<file path="src/rtl/fruit_spawn_if.sv">
// Spawn request channel between the fruit spawn scheduler (master) and the
// fruit object manager (slave). The bomb flag exists only when SPAWN_BOMB_EN
// is defined.
interface fruit_spawn_if;
  logic       spawn_valid;
  logic       spawn_ready;
  logic [4:0] spawn_lane;
  logic [1:0] spawn_type;
`ifdef SPAWN_BOMB_EN
  logic       spawn_bomb;
`endif

  modport master (
    input  spawn_ready,
    output spawn_valid,
    output spawn_lane,
    output spawn_type
`ifdef SPAWN_BOMB_EN
    , output spawn_bomb
`endif
  );

  modport slave (
    output spawn_ready,
    input  spawn_valid,
    input  spawn_lane,
    input  spawn_type
`ifdef SPAWN_BOMB_EN
    , input  spawn_bomb
`endif
  );
endinterface

</file>
<file path="src/rtl/fruit_spawn_scheduler.sv">
// Fruit spawn scheduler: consumes the 5-bit random stream and turns it into
// frame-paced spawn requests (lane, fruit type) offered over valid/ready.
// Optional feature macro: SPAWN_BOMB_EN adds the spawn_bomb flag, drawn
// together with the fruit type.
//
// state     | meaning
// ----------+--------------------------------------------------------------
// IDLE      | game stopped, nothing pending
// WAIT_GAP  | counting frame ticks down before the next spawn
// DRAW_LANE | drawing a lane; out-of-range words are rejected, with fallback
// DRAW_TYPE | drawing the fruit type (and bomb flag)
// OFFER     | request presented, waiting for the object manager to accept
module fruit_spawn_scheduler #(
  parameter int MIN_GAP   = 8,
  parameter int NUM_LANES = 20,
  parameter int REJ_LIMIT = 7
) (
  input  logic             clk,
  input  logic             rstn,
  input  logic [4:0]       rand_data,
  input  logic             enable,
  input  logic             frame_tick,
  fruit_spawn_if.master    spawn,
  output logic [7:0]       spawn_count,
  output logic             busy
);

  typedef enum logic [2:0] {
    S_IDLE      = 3'd0,
    S_WAIT_GAP  = 3'd1,
    S_DRAW_LANE = 3'd2,
    S_DRAW_TYPE = 3'd3,
    S_OFFER     = 3'd4
  } state_t;

  state_t     state, state_next;
  logic [5:0] gap_cnt;
  logic [2:0] rej_cnt;
  logic [4:0] lane_q;
  logic [1:0] type_q;
  logic       valid_c;
  logic       busy_c;

  logic [5:0] gap_load;
  logic       gap_expire;
  logic       lane_ok;
  logic       rej_done;
  logic       accept;

  // Gap reload value: MIN_GAP plus up to 15 extra frames, fits in 6 bits.
  assign gap_load = 6'(MIN_GAP) + {2'b00, rand_data[3:0]};

  // The tick that takes the counter from 1 to 0 also ends the wait, so the
  // request appears exactly two clocks (DRAW_LANE, DRAW_TYPE) after the last
  // counted tick. A counter already at zero leaves on the next clock.
  assign gap_expire = (gap_cnt == 6'd0) || (frame_tick && (gap_cnt == 6'd1));
  assign lane_ok    = ({1'b0, rand_data} < 6'(NUM_LANES));
  assign rej_done   = (rej_cnt == 3'(REJ_LIMIT));
  assign accept     = (state == S_OFFER) && spawn.spawn_ready;

  // State register.
  always_ff @(posedge clk or negedge rstn) begin
    if (!rstn) state <= S_IDLE;
    else       state <= state_next;
  end

  // Next-state decode; a request already offered is never withdrawn.
  always_comb begin
    state_next = state;
    case (state)
      S_IDLE: begin
        if (enable) state_next = S_WAIT_GAP;
      end
      S_WAIT_GAP: begin
        if (!enable)         state_next = S_IDLE;
        else if (gap_expire) state_next = S_DRAW_LANE;
      end
      S_DRAW_LANE: begin
        if (!enable)                 state_next = S_IDLE;
        else if (lane_ok || rej_done) state_next = S_DRAW_TYPE;
      end
      S_DRAW_TYPE: begin
        if (!enable) state_next = S_IDLE;
        else         state_next = S_OFFER;
      end
      S_OFFER: begin
        if (spawn.spawn_ready) state_next = enable ? S_WAIT_GAP : S_IDLE;
      end
      default: state_next = S_IDLE;
    endcase
  end

  // State-decoded outputs.
  always_comb begin
    valid_c = 1'b0;
    busy_c  = 1'b1;
    case (state)
      S_IDLE:  busy_c  = 1'b0;
      S_OFFER: valid_c = 1'b1;
      default: ;
    endcase
  end

  // Gap counter: loaded on start and after each accepted spawn, counts ticks.
  always_ff @(posedge clk or negedge rstn) begin
    if (!rstn) begin
      gap_cnt <= 6'd0;
    end else if ((state == S_IDLE) && enable) begin
      gap_cnt <= gap_load;
    end else if (accept) begin
      gap_cnt <= gap_load;
    end else if ((state == S_WAIT_GAP) && enable && frame_tick && (gap_cnt != 6'd0)) begin
      gap_cnt <= gap_cnt - 6'd1;
    end
  end

  // Reject counter: only meaningful inside DRAW_LANE, cleared everywhere else.
  always_ff @(posedge clk or negedge rstn) begin
    if (!rstn) begin
      rej_cnt <= 3'd0;
    end else if ((state == S_DRAW_LANE) && enable && !lane_ok && !rej_done) begin
      rej_cnt <= rej_cnt + 3'd1;
    end else begin
      rej_cnt <= 3'd0;
    end
  end

  // Lane capture; after REJ_LIMIT rejects the word is folded back into range.
  always_ff @(posedge clk or negedge rstn) begin
    if (!rstn) begin
      lane_q <= 5'd0;
    end else if ((state == S_DRAW_LANE) && enable) begin
      if (lane_ok)       lane_q <= rand_data;
      else if (rej_done) lane_q <= rand_data - 5'(NUM_LANES);
    end
  end

  // Fruit type capture; held through OFFER.
  always_ff @(posedge clk or negedge rstn) begin
    if (!rstn) begin
      type_q <= 2'd0;
    end else if ((state == S_DRAW_TYPE) && enable) begin
      type_q <= rand_data[1:0];
    end
  end

`ifdef SPAWN_BOMB_EN
  logic bomb_q;

  // Bomb flag drawn alongside the type from the upper random bits.
  always_ff @(posedge clk or negedge rstn) begin
    if (!rstn) begin
      bomb_q <= 1'b0;
    end else if ((state == S_DRAW_TYPE) && enable) begin
      bomb_q <= (rand_data[4:2] == 3'b111);
    end
  end

  assign spawn.spawn_bomb = bomb_q;
`endif

  // Accepted-spawn counter, wraps naturally at 8 bits.
  always_ff @(posedge clk or negedge rstn) begin
    if (!rstn)       spawn_count <= 8'd0;
    else if (accept) spawn_count <= spawn_count + 8'd1;
  end

  assign spawn.spawn_valid = valid_c;
  assign spawn.spawn_lane  = lane_q;
  assign spawn.spawn_type  = type_q;
  assign busy              = busy_c;

endmodule
</file>
<file path="src/flat_wrapper.sv">
// flat-port wrapper written by rule: the top's interface ports become plain ports
module fruit_spawn_scheduler_flat 
#(
  parameter int MIN_GAP   = 8,
  parameter int NUM_LANES = 20,
  parameter int REJ_LIMIT = 7
)
  (clk, rstn, rand_data, enable, frame_tick, spawn_count, busy, spawn_spawn_ready, spawn_spawn_valid, spawn_spawn_lane, spawn_spawn_type);
  fruit_spawn_if spawn_i ();
  input  logic clk;
  input  logic rstn;
  input  logic [4:0] rand_data;
  input  logic enable;
  input  logic frame_tick;
  output logic [7:0] spawn_count;
  output logic busy;
  input wire logic [$bits(spawn_i.spawn_ready)-1:0] spawn_spawn_ready;
  output wire logic [$bits(spawn_i.spawn_valid)-1:0] spawn_spawn_valid;
  output wire logic [$bits(spawn_i.spawn_lane)-1:0] spawn_spawn_lane;
  output wire logic [$bits(spawn_i.spawn_type)-1:0] spawn_spawn_type;
  assign spawn_i.spawn_ready = spawn_spawn_ready;
  assign spawn_spawn_valid = spawn_i.spawn_valid;
  assign spawn_spawn_lane = spawn_i.spawn_lane;
  assign spawn_spawn_type = spawn_i.spawn_type;
  fruit_spawn_scheduler #(.MIN_GAP(MIN_GAP), .NUM_LANES(NUM_LANES), .REJ_LIMIT(REJ_LIMIT)) u_core (.clk(clk), .rstn(rstn), .rand_data(rand_data), .enable(enable), .frame_tick(frame_tick), .spawn(spawn_i), .spawn_count(spawn_count), .busy(busy));
endmodule
</file>
<file path="config.mk">
export PLATFORM = sky130hd
export DESIGN_NAME = fruit_spawn_scheduler_flat
export DESIGN_NICKNAME = d
export VERILOG_FILES = /design/src/rtl/fruit_spawn_if.sv /design/src/rtl/fruit_spawn_scheduler.sv /design/src/flat_wrapper.sv
export SDC_FILE = /design/constraint.sdc
export NUM_CORES = 1
export LEC_CHECK = 0
export ABC_CLOCK_PERIOD_IN_PS = 4900
export CAP_MARGIN = 30
export CORE_ASPECT_RATIO = 0.5
export CORE_UTILIZATION = 35
export CTS_CLUSTER_SIZE = 14
export DETAILED_ROUTE_END_ITERATION = 8
export SYNTH_ARGS = -nofsm -noshare
export SYNTH_HDL_FRONTEND = slang
export SYNTH_SLANG_ARGS = --single-unit
</file>
<file path="constraint.sdc">
create_clock -name clk -period 4.9 [get_ports clk]
set_clock_uncertainty 0.1 [all_clocks]
set_input_delay 0.98 -clock clk [delete_from_list [all_inputs] [get_ports clk]]
set_output_delay 0.98 -clock clk [all_outputs]
set_load 0.02 [all_outputs]
</file>
==> flow_summary.yaml, run 1 <==
global_routing:
  grt_first_pass_wirelength_um: 4429
  grt_util_met2_pct: 20.30
  grt_busiest_layer: "met2"
  gr-usage-met1_pct: 19.58
  met3_usage_pct: 3.560
  grt_max_degree: 28
  grt_pass1_vias: 949
  antenna_found_initial: 0
  grt-ovfl-total: 0
  grt_use_total_pct: 13.35
layout:
  nNetsFinal: 173
  fin_area_mm2: 0.001817
  n_antenna_cell: 0
  area_delta_synth_final_pct: 26.59
  final_common_cell: "dfrtp_1"
  drive_gt1_share_pct: 14.84
  layout_common_cells: "27 x dfrtp_1, 26 x clkdlybuf4s50_1, 10 x xnor2_1"
  n_fill_cell: 380
power:
  switching_power_mw: 0.2929
  seqPwrFrac_pct: 42.9
  p_int_mw: 0.5007
  clock_power_share_pct: 15.4
  p_leak_nw: 0.7777
  power_density_mw_per_mm2: 436.8
  p_comb_share_pct: 41.8
  p_sw_share_pct: 36.91
  worst_ir_drop_vdd_v: 0.0001644
route:
  wl_per_cell_um: 12.88
  drtPass1Iterations: 4
  drcViolationCount: 0
  ant_nets: 0
  drtIter0Drc: 76
  via_count: 1003
  viasPerCell: 4.799
  wl_um: 2692
worst_hold_path:
  holdCritPathClass: "register to register"
timing:
  tightest_slew_ps: 524.6
  min_period_over_period_pct: 57.22
  relSlewSlack_pct: 64.76
  final_hold_viol_count: 0
  fmax_mhz: 356.7
  setup_viol: 0
  min_period_ps: 2804
  finalMaxSlewViolations: 0
  finalSetupTns_ps: 0
  rsz0062_at_grt: "false"
yosys:
  synth.avg_cell_area_um2: 11.57
  seq_area_frac_synth_pct: 47.08
  synth-seq-cells: 27
  yosys.area.top_type_share_pct: 47.08
  netlist_area_mm2: 0.001435
  synth_top_flop_cell: "dfrtp_1"
  synth_nets: 141
  yosysUniqueCellTypes: 38
  synthArstFlopShare_pct: 100.0
  yosys-top-cells-area: "dfrtp_1 47%, ha_1 6.1%, xnor2_1 6.1%"
  netlist_instances: 124
  synth-edff-count: 0
  yosysTopAreaCell: "dfrtp_1"
  yosys_warnings: 0
clock_network:
  cts_resized: 0
  cts.reportedPaths.clkPinSlew_ps: 90
  clkSinkCount: 27
  clockBufferDepth: 2
  clock_latency_ps: 270
  cts_buffers: 3
  hold_buffers: 0
  htreeDepth: 1
  root_buffer: "clkbuf_8"
  cts_tree: "done"
  cts_setup_buffers: 0
setup_path:
  crit_fanout: 8
  startpoint_type: "register"
  endpoint_kind: "output pin"
  worstPathRequired_ps: 3820
  arrival_ps: 1720
  crit_type: "register to output pin"
placement:
  gp_congestion: 0.7457
  port_buffers: 26
  dpl.hpwl_um: 2013
  dpl_cell_area_mm2: 0.001770
die:
  die_y_um: 47.28
  io_pins: 27
  core_mm2: 0.003924
  rows: 16
  die_area_mm2: 0.004376
  die_w_um: 92.56
  initial_core_util_pct: 36.58
job:
  cap_violations: 0
outcome:
  status: "complete, no violations"
==> metal layers <==
metal,vias up,wire (um)
li1,508,-
met1,481,1418
met2,12,1190
met3,2,78
met4,0,4
met5,-,0
==> cell usage after synthesis, drive strengths merged (2+ instances only) <==
cell type,instances
a2111oi,2
a211oi,3
ha,7
nor2,7
xnor2,10
nor3,2
nand2b,4
nand3,5
a21oi,6
dfrtp,27
nand4,2
and3,3
or2,2
mux2,7
xor2,2
inv,7
o21ai,5
nand2,7
==> flip-flops by register name, summed over array words and instances, names as in the netlist <==
register and flops:
u_core.spawn_count 8, u_core.gap_cnt 6, u_core.spawn.spawn_lane 5, u_core.rej_cnt 3
u_core.state 3, u_core.spawn.spawn_type 2
==> worst max-delay path, stage by stage, from the launching register on <==
cell,delay [ps]
dfrtp_1,490
nor2_1,210
nand2_1,100
inv_1,70
clkdlybuf4s50_1,600
==> power by group through the flow <==
| stage | combinational [mW] | clock [mW] | sequential [mW] |
|---|---|---|---|
| 2_1_floorplan | 0.184 | 0 | 0.369 |
| 3_3_place_gp | 0.331 | 0 | 0.345 |
| 3_5_place_dp | 0.332 | 0 | 0.345 |
| 4_1_cts | 0.334 | 0.128 | 0.341 |
| 5_1_grt | 0.360 | 0.137 | 0.349 |
| 6_report | 0.331 | 0.122 | 0.340 |
==> cell type report <==
cell class / count / area (um^2) / area share [%]
flip-flops and latches: 27 / 675.6 / 37.19
clock buffers: 3 / 41.29 / 2.273
clock inverters: 1 / 5.005 / 0.2755
multi-input cells: 90 / 733.2 / 40.36
repair buffers: 27 / 267.8 / 14.74
well taps: 54 / 67.56 / 3.719
inverters: 7 / 26.28 / 1.446
==> cell families (layout without fill, tap and decap cells) <==
| group | Yosys count | count (layout) | synth area share [%] |
|---|---|---|---|
| simple gates | 41 | 41 | 19.09 |
| compound gates | 22 | 22 | 12.38 |
| buf+inv | 7 | 38 | 1.831 |
| xor+xnor | 12 | 12 | 7.323 |
| fa+ha+maj | 7 | 7 | 6.103 |
| flops | 27 | 27 | 47.08 |
| mux | 8 | 8 | 6.190 |
==> path summary, 6_finish.rpt <==
kind,slack (ps),to,cells after the start,start
max reg2reg,2970,u_core.spawn.spawn_lane[3]$_DFFE_PN0P_,6,u_core.rej_cnt[0]$_DFF_PN0_
max in group asynchronous,3470,u_core.spawn_count[7]$_DFFE_PN0P_,2,rstn
min in group asynchronous,970,u_core.state[0]$_DFFE_PN0P_,2,rstn
min,360,u_core.rej_cnt[0]$_DFF_PN0_,1,u_core.rej_cnt[0]$_DFF_PN0_
min reg2reg,360,u_core.rej_cnt[0]$_DFF_PN0_,1,u_core.rej_cnt[0]$_DFF_PN0_
max,2100,spawn_spawn_valid,4,u_core.state[0]$_DFFE_PN0P_
==> stage by stage <==
stage / hold WS [ps] / setup slack (ps) / std cells / power [mW] / util, %
2_1_floorplan: 306.5 / 2754 / 124 / 0.5534 / -
3_3_place_gp: 317.7 / 2118 / 205 / 0.6759 / 45.12
3_5_place_dp: 355.7 / 2100 / 205 / 0.6772 / 45.12
4_1_cts: 368.5 / 2112 / 209 / 0.8040 / 46.30
5_1_grt: 370.9 / 2030 / 209 / 0.8467 / 46.30
6_report: 361.0 / 2096 / 209 / 0.7936 / 46.30
No activity file was read; power rests on OpenSTA's default activity.
==> run 2, diff against run 1 <==
Settings changed: ABC_CLOCK_PERIOD_IN_PS 4900 to 2300.
Clock period 4.9 ns to 2.3 ns, I/O delays scaled along.
==> run 2 against run 1 <==
Net effect: die area unchanged; clock power increased by 130%; flip-flop and latch count unchanged; worst setup slack got worse by 2000 ps; sequential share of layout area decreased by 0.69 points; global-route usage increased by 0.054 points; cell count increased by 1.9%; combinational power increased by 110%; via count increased by 2.7%; first-iteration DRC count decreased by 11%; largest cell class unchanged.
==> flow_summary.yaml, run 2 (synthesis gave the netlist of run 1 again) <==
outcome:
  status: "complete, no violations"
power:
  clock_power_share_pct: 16.5
  worst_ir_drop_vdd_v: 0.0003250
  p_comb_share_pct: 41.2
  p_sw_share_pct: 37.07
  p_leak_nw: 0.8143
  p_int_mw: 1.087
  power_density_mw_per_mm2: 930.0
  power_mw: 1.728
  switching_power_mw: 0.6405
  seqPwrFrac_pct: 42.3
clock_network:
  cts_tree: "done"
  clock_latency_ps: 280
  htreeDepth: 1
  cts_resized: 0
  clockBufferDepth: 2
  hold_buffers: 0
  cts_buffers: 3
  clkSinkCount: 27
  cts.reportedPaths.clkPinSlew_ps: 100
  cts_setup_buffers: 0
  root_buffer: "clkbuf_8"
route:
  wl_um: 2680
  drtIter0Drc: 68
  viasPerCell: 4.836
  drcViolationCount: 0
  via_count: 1030
  drtPass1Iterations: 4
  ant_nets: 0
  wl_per_cell_um: 12.58
global_routing:
  grt_pass1_vias: 976
  grt_max_degree: 28
  grt_first_pass_wirelength_um: 4485
  grt_use_total_pct: 13.40
  grt-ovfl-total: 0
  antenna_found_initial: 0
layout:
  ff_latch_area_um2: 678.2
  largest_reg_flops: 8
  largest-register: "u_core.spawn_count"
  n_fill_cell: 394
  area_delta_synth_final_pct: 29.47
  n_antenna_cell: 0
  multiInputGateArea_um2: 735.7
  drive_gt1_share_pct: 18.87
  finalNonFillerCells: 213
  layout_common_cells: "25 x clkdlybuf4s50_1, 25 x dfrtp_1, 10 x xnor2_1"
  nNetsFinal: 177
placement:
  dpl.hpwl_um: 2025
  gp_congestion: 0.7340
  post-place-cells: 209
  port_buffers: 26
setup_path:
  startpoint_type: "register"
  endpoint_kind: "output pin"
  crit_fanout: 8
  worstPathRequired_ps: 1740
  arrival_ps: 1660
  r2r-start: "u_core.rej_cnt[0]$_DFF_PN0_"
  startpoint: "u_core.state[0]$_DFFE_PN0P_"
  crit_type: "register to output pin"
timing:
  rsz0062_at_grt: "false"
  fmax_mhz: 449.7
  min_period_over_period_pct: 96.68
  finalMaxSlewViolations: 0
  setup_viol: 0
  min_period_ps: 2224
  tightest_slew_ps: 467.2
  relSlewSlack_pct: 68.62
  final_hold_viol_count: 0
  finalSetupTns_ps: 0
die:
  die_w_um: 92.56
  io_pins: 27
  die_area_mm2: 0.004376
  die_y_um: 47.28
  initial_core_util_pct: 36.58
  core_mm2: 0.003924
  rows: 16
job:
  cap_violations: 0
worst_hold_path:
  holdCritPathClass: "register to register"
  min-delay-start: "u_core.rej_cnt[0]$_DFF_PN0_"
==> run 2: changes by cell type in the layout (fill, tap and decap cells not counted), sizes merged <==
cell,change
dlymetal6s2s,+1
clkdlybuf4s50,-1
inv,+1
clkinv,-1
buf,+4
==> run 2: layout make-up <==
cell class | count | area share, %
clock buffers | 3 | 2.222
clock inverters | 1 | 0.4714
inverters | 7 | 1.414
multi-input cells | 90 | 39.60
flip-flops and latches | 27 | 36.50
well taps | 54 | 3.636
repair buffers | 31 | 16.16
==> run 2: final timing paths <==
kind / slack, ps / cells past startpoint / end
worst max-delay path: 80 / 2 / busy
worst min-delay path: 330 / 1 / u_core.rej_cnt[0]$_DFF_PN0_
worst max register to register: 470 / 6 / u_core.spawn.spawn_lane[0]$_DFFE_PN0P_
worst min register to register: 330 / 1 / u_core.rej_cnt[0]$_DFF_PN0_
max in group asynchronous: 1370 / 2 / u_core.state[1]$_DFFE_PN0P_
min in group asynchronous: 450 / 2 / u_core.gap_cnt[3]$_DFFE_PN0P_
==> run 2: per-stage QoR <==
stage	hold slack [ps]	utilization (%)	cell area, um^2	setup slack (ps)
3_3_place_gp	319.6	45.89	1800	125.8
2_1_floorplan	64.41	-	1435	606.2
4_1_cts	334.2	47.16	1851	28.89
5_1_grt	362.9	47.35	1858	10.20
3_5_place_dp	319.8	45.89	1800	126.1
6_report	330.0	47.35	1858	76.30
==> run 2: power groups by stage <==
stage | clock network, mW | logic [mW] | registers [mW]
after floorplan | 0 | 0.392 | 0.787
after global placement | 0 | 0.709 | 0.741
after detailed placement | 0 | 0.717 | 0.739
after CTS | 0.298 | 0.720 | 0.731
after global routing | 0.314 | 0.793 | 0.750
final | 0.285 | 0.711 | 0.731
==> run 2: layer usage <==
layer	vias to the layer above	GRT usage (%)	wire length (um)
li1	515	-	-
met1	502	19.41	1371
met2	13	21.33	1226
met3	0	3.398	83
met4	0	0.9375	0
met5	-	0	0
==> run 2: critical path: stages, from the launching register on <==
cell	delay, ps
dfrtp_2	480
or3_1	360
clkdlybuf4s50_1	540
==> run 3, diff against run 2 <==
Settings changed: GPL_TIMING_DRIVEN set to 0.
==> run 3 against run 2 <==
Net effect: critical path depth unchanged; worst setup slack improved by 2.1 ps; sequential share of layout area up 0.28 points.
==> flow_summary.yaml, run 3 (synthesis gave the netlist of run 1 again) <==
route:
  drtIter0Drc: 64
  drtPass1Iterations: 4
  via_count: 987
  viasPerCell: 4.722
  wl_um: 2658
  drcViolationCount: 0
  wl_per_cell_um: 12.72
  ant_nets: 0
setup_path:
  r2r-start: "u_core.rej_cnt[0]$_DFF_PN0_"
  rrSetupSlack_ps: 350
  crit_fanout: 8
  rr_worst_depth: 6
  arrival_ps: 1660
  endpoint_kind: "output pin"
  timing.rr.end: "u_core.spawn.spawn_lane[0]$_DFFE_PN0P_"
  worstPathRequired_ps: 1740
  crit_type: "register to output pin"
  startpoint_type: "register"
die:
  rows: 16
  io_pins: 27
  initial_core_util_pct: 36.58
  core_mm2: 0.003924
  die_area_mm2: 0.004376
  die_y_um: 47.28
  die_w_um: 92.56
power:
  p_comb_share_pct: 41.6
  power_density_mw_per_mm2: 920.4
  worst_ir_drop_vdd_v: 0.0003715
  clock_power_share_pct: 15.7
  p_leak_nw: 0.8034
  power_mw: 1.694
  p_int_mw: 1.072
  p_sw_share_pct: 36.73
  seqPwrFrac_pct: 42.8
  switching_power_mw: 0.6221
worst_hold_path:
  holdCritPathClass: "register to register"
  hold_depth: 1
  holdPathEnd: "u_core.rej_cnt[0]$_DFF_PN0_"
  min-delay-start: "u_core.rej_cnt[0]$_DFF_PN0_"
clock_network:
  root_buffer: "clkbuf_8"
  clkSinkCount: 27
  cts_tree: "done"
  cts_setup_buffers: 0
  cts_buffers: 3
  cts.reportedPaths.clkPinSlew_ps: 90
  htreeDepth: 1
  clock_latency_ps: 270
  clockBufferDepth: 2
global_routing:
  grt_pass1_vias: 955
  grt_first_pass_wirelength_um: 4374
  grt-ovfl-total: 0
  grt_use_total_pct: 13.36
  antenna_found_initial: 0
  grt_max_degree: 20
layout:
  largest_reg_flops: 8
  multiInputGateArea_um2: 733.2
  final_common_cell: "dfrtp_1"
  layout_common_cells: "26 x dfrtp_1, 25 x clkdlybuf4s50_1, 10 x xnor2_1"
  drive_gt1_share_pct: 15.48
  ff_latch_area_um2: 676.9
  largest-register: "u_core.spawn_count"
  area_delta_synth_final_pct: 28.25
  nNetsFinal: 173
  n_fill_cell: 379
  n_antenna_cell: 0
  finalNonFillerCells: 209
outcome:
  status: "complete, no violations"
timing:
  setup_viol: 0
  min_period_over_period_pct: 96.59
  final_hold_viol_count: 0
  relSlewSlack_pct: 66.59
  rsz0062_at_grt: "false"
  tightest_slew_ps: 497.5
  finalMaxSlewViolations: 0
  min_period_ps: 2222
  fmax_mhz: 450.1
placement:
  dpl.hpwl_um: 1966
  gp_congestion: 0.7114
  port_buffers: 26
  post-place-cells: 205
job:
  cap_violations: 0
## run 3: cell count changes in the layout (fill, tap and decap cells not counted)
cell | previous run | this run
nor2_1 | 6 | 7
buf_16 | 0 | 1
dfrtp_1 | 25 | 26
dfrtp_2 | 2 | 1
buf_4 | 5 | 0
clkinv_2 | 0 | 1
nor2_2 | 1 | 0
inv_6 | 1 | 0
## run 3: cell type report
| cell class | count | area share (%) |
|---|---|---|
| Clock buffer | 3 | 2.243 |
| Clock inverter | 1 | 0.2719 |
| Inverter | 7 | 1.428 |
| Multi-Input combinational cell | 90 | 39.84 |
| Sequential cell | 27 | 36.78 |
| Tap cell | 54 | 3.671 |
| Timing Repair Buffer | 27 | 15.77 |
## run 3: worst max-delay path, cell delays in order, from the launching register on
cell	delay [ps]
dfrtp_1	460
or3_1	390
clkdlybuf4s50_1	540
## run 3: routing by layer
metal	wire, um	global-route usage, %	part of all wire [%]	up-vias
li1	-	-	-	505
met1	1454	18.98	55	467
met2	1112	20.44	42	13
met3	76	3.560	2.9	2
met4	14	3.750	0.53	0
met5	0	0	0	-
## run 3: repair_timing
| item | CTS | global route |
|---|---|---|
| setup endpoints to repair | 0 | 2 |
| hold buffers | 0 | 0 |
| resized for setup | 0 | 2 |
## run 3: power groups by stage
stage | clock (mW) | combinational (mW) | sequential [mW]
global placement | 0 | 0.695 | 0.728
global route | 0.294 | 0.772 | 0.746
finish | 0.265 | 0.704 | 0.725
floorplan | 0 | 0.392 | 0.787
CTS | 0.278 | 0.711 | 0.725
detailed placement | 0 | 0.703 | 0.734
## run 3: metrics by stage
stage	cell area, um^2	worst slack, ps	hold WS [ps]	TNS, ps	util, %
floorplan	1435	606.2	64.41	0	-
global placement	1763	-53.42	318.1	-201.9	44.93
detailed placement	1790	-27.32	324.0	-97.68	45.63
CTS	1837	39.22	339.0	0	46.81
global route	1841	7.894	354.5	0	46.91
finish	1841	78.42	338.6	0	46.91
## run 3: worst max path at each step
stage                                start                                      to  slack [ps]  cells past startpoint
5_1_grt        u_core.state[1]$_DFFE_PN0P_                                    busy           8                      2
6_report       u_core.state[1]$_DFFE_PN0P_                                    busy          80                      2
4_1_cts        u_core.state[0]$_DFFE_PN0P_                       spawn_spawn_valid          40                      4
2_1_floorplan  u_core.rej_cnt[0]$_DFF_PN0_  u_core.spawn.spawn_lane[0]$_DFFE_PN0P_         610                      6
3_5_place_dp                  rand_data[3]  u_core.spawn.spawn_lane[0]$_DFFE_PN0P_         -30                      5
3_3_place_gp                  rand_data[3]  u_core.spawn.spawn_lane[3]$_DFFE_PN0P_         -50                      5
